[src/rtl/ibuf_pkg.sv]
// Shared types and default sizing for the IF/ID instruction buffer.
package ibuf_pkg;

  localparam int unsigned IBUF_DEPTH  = 4;
  localparam int unsigned IBUF_PC_W   = 32;
  localparam int unsigned IBUF_INST_W = 32;

  typedef struct packed {
    logic [IBUF_PC_W-1:0]   pc;
    logic [IBUF_INST_W-1:0] inst;
  } ibuf_entry_t;

endpackage

[src/rtl/ibuf_ram.sv]
// Instruction-buffer storage: register array, one synchronous write port,
// one asynchronous read port.
module ibuf_ram
  import ibuf_pkg::*;
#(
  parameter int unsigned DEPTH = IBUF_DEPTH,
  parameter int unsigned WIDTH = $bits(ibuf_entry_t),
  localparam int unsigned AW   = $clog2(DEPTH)
) (
  input  logic             clk,
  input  logic             we_i,
  input  logic [AW-1:0]    waddr_i,
  input  logic [WIDTH-1:0] wdata_i,
  input  logic [AW-1:0]    raddr_i,
  output logic [WIDTH-1:0] rdata_o
);

  logic [WIDTH-1:0] mem_q [DEPTH];

  always_ff @(posedge clk) begin
    if (we_i) begin
      mem_q[waddr_i] <= wdata_i;
    end
  end

  assign rdata_o = mem_q[raddr_i];

endmodule

[src/rtl/id_inst_buffer.sv]
// IF/ID instruction queue: FWFT FIFO of {pc, inst} with fetch credit tracking
// and branch flush that optionally preserves the delay-slot instruction.
module id_inst_buffer
  import ibuf_pkg::*;
#(
  parameter int unsigned DEPTH      = IBUF_DEPTH,
  parameter int unsigned PC_W       = IBUF_PC_W,
  parameter int unsigned INST_W     = IBUF_INST_W,
  parameter int unsigned DELAY_SLOT = 1,
  localparam int unsigned CW        = $clog2(DEPTH) + 1
) (
  input  logic              clk,
  input  logic              resetn,
  input  logic              fetch_req,
  output logic              fetch_allow,
  input  logic              enq_valid,
  input  logic [PC_W-1:0]   enq_pc,
  input  logic [INST_W-1:0] enq_inst,
  input  logic              deq_ready,
  output logic              deq_valid,
  output logic [PC_W-1:0]   deq_pc,
  output logic [INST_W-1:0] deq_inst,
  input  logic              flush,
  output logic [CW-1:0]     count,
  output logic              overflow
);

  localparam int unsigned AW = $clog2(DEPTH);
  localparam int unsigned SW = CW + 1;

  typedef struct packed {
    logic [PC_W-1:0]   pc;
    logic [INST_W-1:0] inst;
  } entry_t;

  logic [AW-1:0] rd_ptr_q, rd_ptr_d;
  logic [AW-1:0] wr_ptr_q, wr_ptr_d;
  logic [CW-1:0] count_q, count_d;
  logic [CW-1:0] inflight_q, inflight_d;
  logic [CW-1:0] drop_cnt_q, drop_cnt_d;
  logic          keep_one_q, keep_one_d;
  logic          overflow_q, overflow_d;

  logic          deq_valid_c, deq_fire_c, dropping_c, full_c, we_c;
  logic [CW-1:0] surv_c, rem_c;
  entry_t        wr_entry_c, rd_entry_c;

  assign deq_valid_c = (count_q != '0);
  assign deq_fire_c  = deq_valid_c & deq_ready;
  assign full_c      = (count_q == CW'(DEPTH));
  // Drop counter is armed but parked while waiting for the delay-slot response.
  assign dropping_c  = (drop_cnt_q != '0) & !keep_one_q;
  assign surv_c      = count_q - CW'(deq_fire_c);
  assign rem_c       = inflight_q - CW'(enq_valid);
  assign wr_entry_c  = '{pc: enq_pc, inst: enq_inst};

  always_comb begin
    rd_ptr_d   = rd_ptr_q;
    wr_ptr_d   = wr_ptr_q;
    count_d    = count_q;
    drop_cnt_d = drop_cnt_q;
    keep_one_d = keep_one_q;
    overflow_d = overflow_q;
    we_c       = 1'b0;
    inflight_d = inflight_q + CW'(fetch_req) - CW'(enq_valid);

    if (flush) begin
      // A fetch_req in this cycle is the branch target, so rem_c excludes it.
      rd_ptr_d   = rd_ptr_q + AW'(deq_fire_c);
      keep_one_d = 1'b0;
      drop_cnt_d = rem_c;
      if (DELAY_SLOT == 0) begin
        wr_ptr_d = rd_ptr_d;
        count_d  = '0;
      end else if (surv_c != '0) begin
        wr_ptr_d = rd_ptr_d + AW'(1);
        count_d  = CW'(1);
      end else if (enq_valid) begin
        we_c     = 1'b1;
        wr_ptr_d = wr_ptr_q + AW'(1);
        count_d  = CW'(1);
      end else begin
        keep_one_d = 1'b1;
        count_d    = '0;
      end
    end else begin
      if (enq_valid && dropping_c) begin
        drop_cnt_d = drop_cnt_q - CW'(1);
      end else if (enq_valid && full_c && !deq_fire_c) begin
        overflow_d = 1'b1;
      end else if (enq_valid) begin
        we_c     = 1'b1;
        wr_ptr_d = wr_ptr_q + AW'(1);
        if (keep_one_q) begin
          keep_one_d = 1'b0;
          if (drop_cnt_q != '0) begin
            drop_cnt_d = drop_cnt_q - CW'(1);
          end
        end
      end
      if (deq_fire_c) begin
        rd_ptr_d = rd_ptr_q + AW'(1);
      end
      count_d = count_q + CW'(we_c) - CW'(deq_fire_c);
    end
  end

  always_ff @(posedge clk) begin
    if (!resetn) begin
      rd_ptr_q   <= '0;
      wr_ptr_q   <= '0;
      count_q    <= '0;
      inflight_q <= '0;
      drop_cnt_q <= '0;
      keep_one_q <= 1'b0;
      overflow_q <= 1'b0;
    end else begin
      rd_ptr_q   <= rd_ptr_d;
      wr_ptr_q   <= wr_ptr_d;
      count_q    <= count_d;
      inflight_q <= inflight_d;
      drop_cnt_q <= drop_cnt_d;
      keep_one_q <= keep_one_d;
      overflow_q <= overflow_d;
    end
  end

  ibuf_ram #(
    .DEPTH (DEPTH),
    .WIDTH (PC_W + INST_W)
  ) u_ram (
    .clk     (clk),
    .we_i    (we_c),
    .waddr_i (wr_ptr_q),
    .wdata_i (wr_entry_c),
    .raddr_i (rd_ptr_q),
    .rdata_o (rd_entry_c)
  );

  assign deq_valid   = deq_valid_c;
  assign deq_pc      = deq_valid_c ? rd_entry_c.pc : '0;
  assign deq_inst    = deq_valid_c ? rd_entry_c.inst : '0;
  assign count       = count_q;
  assign overflow    = overflow_q;
  assign fetch_allow = (SW'(count_q) + SW'(inflight_q)) < SW'(DEPTH);

endmodule

[config.mk]
export PLATFORM = sky130hd
export DESIGN_NAME = id_inst_buffer
export DESIGN_NICKNAME = d
export VERILOG_FILES = /design/src/rtl/ibuf_pkg.sv /design/src/rtl/ibuf_ram.sv /design/src/rtl/id_inst_buffer.sv
export SDC_FILE = /design/constraint.sdc
export NUM_CORES = 1
export LEC_CHECK = 0
export ABC_AREA = 1
export CAP_MARGIN = 20
export CORE_ASPECT_RATIO = 0.8
export CORE_MARGIN = 8
export CORE_UTILIZATION = 50
export CTS_CLUSTER_SIZE = 16
export DETAILED_ROUTE_END_ITERATION = 10
export PLACE_DENSITY = 0.86
export SKIP_LAST_GASP = 1
export SLEW_MARGIN = 20
export SYNTH_ARGS = -nofsm -noshare
export SYNTH_HDL_FRONTEND = slang
export SYNTH_SLANG_ARGS = --single-unit
[constraint.sdc]
create_clock -name clk -period 4.1 [get_ports clk]
set_input_delay 0.41 -clock clk [delete_from_list [all_inputs] [get_ports clk]]
set_output_delay 0.41 -clock clk [all_outputs]
set_load 0.02 [all_outputs]
==> results <==
- The run finished with clean final reports.
- The slowest stage of the critical path is the dfxtp_4 cell.
- The maximum clock skew at final layout is 11.9 ps.
- The number of CTS-inserted buffers is 27.
- The highest metal layer carrying signal wires in the routed design is met4.
- The tool flagged a number of max-cap violations equal to 0.
- Net switching is 26.9% of the power.
- The wire-length estimate of the detail-placed layout is between 10000 and 15000 um.
- The full die area is around 27000 sq um.
- The worst setup path is launched from a register.
- The worst hold path was traced through 2 stages.
- The area growth from synthesis to layout is 22.2%.
- The detailed router put a total of slightly above 10000 um of wire on met1.
- The flip-flop and latch count after synthesis is ~270.
- The number of antenna violations at the first check in global routing is 0.
- In this run, distinct cell masters in the synthesized netlist total 25.
- Yosys printed 0 warnings.
- The initial cell density of the core is about 51%.
- The post-CTS setup buffer count is 0.
- The relative contribution of the clock network to total power is 33.6%.
- The clock sink count is roughly 270.
- The worst slew margin relative to its limit is 47.0%.
- The worst setup path is captured at a primary output.
- The summed instance area of the synthesized netlist is 11000 sq um.
- The die outline height is between 100 and 150 um.
- The final number of hold-violating endpoints was 0.
- For flop-to-flop paths, the worst setup slack is between 1500 and 2000 ps.
- The largest single stage delay on the critical path is ~650 ps.
- The count of buffers from port buffering is around 140.
- The post-route antenna net violation count is 0.
- Global routing used 17.8% of the available tracks.
- The minimum setup slack after placement is ~1100 ps.
- The maximum ir drop on the vdd rail is 305 uV.
- After detailed placement, the total cell area comes to around 13000 sq um.
- The tree is rooted in a clkbuf_16.
- The commonest non-fill, non-tap cell in the layout is nor2_1.
- The total of cells resized after clock tree synthesis is 0.
- Sequential cells account for between 40% and 50% of the total power.
- The capture instance of the worst register-to-register path is u_ram.mem_q[1][54].
- Cell internal power was estimated by the tool at 5.29 mW.
- Measured on the finished design, the core utilization comes to slightly above 60%.
- Across all setup checks in the final design, the least slack found is 607 ps.
- Synthesis produced a netlist whose cell count is between 900 and 1000.
- Power comes to a little over 7 mW.
- Setup repair after global routing left no endpoint under its margin.
- The number of fill cells is 1620.
- The count of final max-slew check failures is 0.
- After the first detailed-routing iteration, the DRC count stood at roughly 530.
- CTS built an H-tree with a depth of 1.
- The routed design uses 12200 um of met2 wire.
- For the pin with the worst max-slew slack, the measured transition is between 700 and 800 ps.
- The minimum clock period after layout is between 3000 and 4000 ps.
- The final layout contains between 1000 and 1500 nets.
- For the worst-skew pair, the clock arrives at the later sink with an insertion delay of around 520 ps.
- Counting cells, the worst reg-to-reg path comes to 9.
- The analysis attributes to net switching a power of between 1.5 and 2 mW.
- After synthesis, flip-flops and latches occupy between 70 and 80% of the total area.
- TritonCTS built the clock tree.
- The class of the tightest hold or removal check is reg -> reg.
- The number of cell rows is between 40 and 50.
- Derived from the worst setup path, the maximum achievable clock frequency is approximately 0.29 GHz.
- Traced cell by cell, the critical path runs through clkinv_2, buf_12, o21ai_0, a21oi_1, clkdlybuf4s50_1.
- For the worst setup path, the data required time is between 3000 and 4000 ps.
- The source of the worst hold timing path is overflow.
- The startpoint identified for the worst register-to-register timing path is drop_cnt_q[0].
- Cells with a size suffix above 1 make up slightly above 6% of the layout.
- The final setup violation count is 0.
- The worst-case hold slack is ~470 ps.
- Entering global routing, the biggest net connects between 90 and 100 pins.
- The relative contribution of combinational cells to total power is 19.6%.
- The critical path is of the reg -> out type.
- The terminating pin of the worst hold path is overflow.
- Leaving out filler cells and counting taps, the final layout contains 1341.
- The average instance in the mapped netlist occupies roughly 12 sq um.
- Summed over all layers, the global routing overflow is 0.
- The net count after synthesis is ~1000.
- The horizontal die dimension is between 150 and 200 um.
- The number of global-route vias before repair is 7396.
- In this run the count of I/O pins placed on the die edge is 140.
- The worst-path maximum fanout is 98.
- The final routed DRC violation total is 0.
- The per-cell routed wire length is 18.4 um.
- Leaving out fill and tap cells, the most frequent cells in the layout are nor2_1 (277), edfxtp_1 (256), clkdlybuf4s50_1 (139).
- The global placer's final weighted congestion is about 0.78.
- The number of optimization iterations in the first detailed-route pass is 4.
- The wire length on met3 is roughly 1600 um.
- After clock tree synthesis, the clock-pin slew on the worst setup and hold paths is approximately 60 ps.
- The part of the cycle the worst path needs is around 85%.
- Summing over every cut layer, the via total after detailed routing is roughly 7200.
- The placed cell count is about 1300.
- The analysis attributes to cell leakage a power of around 4.7 nW.
- For this design, the CTS-stage hold fixing added 0 buffers.
- The placeable core region is 21600 sq um.
- The maximum buffer depth of the clock tree is 3.
- The total power divided by cell area is between 500 and 600 nW/um^2.
- In the final timing run, aggregate negative setup slack is 0 ps.
- The detailed-route vias per instance is 5.39.
- The cell area after layout is 13500 sq um.
- The arrival time at the worst endpoint is about 3100 ps.
- For this block, the routed nets add up to about 25000 um of wire.
- The first global-routing pass estimated 38600 um of wire.
[cell usage after synthesis, drive strengths merged]
| cell type | count | area share, % |
|---|---|---|
| nor2 | 282 | 9.7 |
| o21ai | 136 | 6.2 |
| clkbuf | 14 | 0.48 |
| edfxtp | 256 | 70 |
| dfxtp | 17 | 3.1 |
| xor2 | 4 | 0.32 |
| nand4 | 1 | 0.057 |
| buf | 36 | 2.4 |
| nand3 | 11 | 0.50 |
| xnor2 | 1 | 0.079 |
| ha | 13 | 1.5 |
| a21boi | 1 | 0.10 |
| nand2 | 31 | 1.2 |
| nor4 | 1 | 0.057 |
| fa | 2 | 0.36 |
| inv | 32 | 1.1 |
| a21oi | 74 | 3.4 |
[worst max-delay path, delay by kind of cell (launching register included)]
kind	cells	cell delay, ps
buffers and inverters	3	1400
AO/OA/AOI/OAI	2	430
flip-flops	1	650
[worst max-delay path by stage]
stage / slack (ps) / from / to
detailed placement: 1150 / register / deq_inst[17]
global placement: 1250 / enq_valid / u_ram.mem_q[3][5]
CTS: 600 / register / deq_inst[17]
finish: 610 / register / deq_inst[17]
global route: 390 / register / deq_inst[18]
floorplan: -90 / enq_valid / u_ram.mem_q[0][0]
[registers in the layout, indices dropped and copies added (netlist names), named ones only]
signal and cells:
overflow 1, u_ram.mem_q 256, inflight_q 3, rd_ptr_q 2, wr_ptr_q 2, count 3
drop_cnt_q 3, keep_one_q 1
[layout make-up]
type	instances	area [sq um]	area share (%)
antenna	1	2.50	0.0185
clock buffer	35	706	5.23
clock inverter	14	166	1.23
inverter	32	121	0.900
multi-input combinational	557	2600	19.3
sequential	273	8030	59.5
tap	275	344	2.55
timing repair buffer	154	1520	11.2
[logic make-up after synthesis]
| family | Yosys count | synth area share [%] |
|---|---|---|
| adder cells (fa/ha/maj) | 15 | 1.84 |
| flip-flops | 273 | 72.7 |
| XOR/XNOR | 5 | 0.397 |
| AO/OA/AOI/OAI | 211 | 9.62 |
| AND/OR/NAND/NOR | 326 | 11.4 |
| buffers and inverters | 82 | 4.00 |
[per-layer routing]
layer	global-route usage [%]	vias to the layer above
met5	0	-
met4	4.91	0
met3	3.72	36
met2	30.9	244
met1	22.3	3502
li1	-	3443
[power groups by stage]
stage          registers [mW]  logic, mW  clock network, mW
6_report                 3.39       1.42               2.43
5_1_grt                  3.40       1.55               2.59
4_1_cts                  3.39       1.44               2.48
3_5_place_dp             3.45       1.42                  0
3_3_place_gp             3.43       1.39                  0
2_1_floorplan            3.43      0.842                  0
Power figures use the tool's default switching activity.
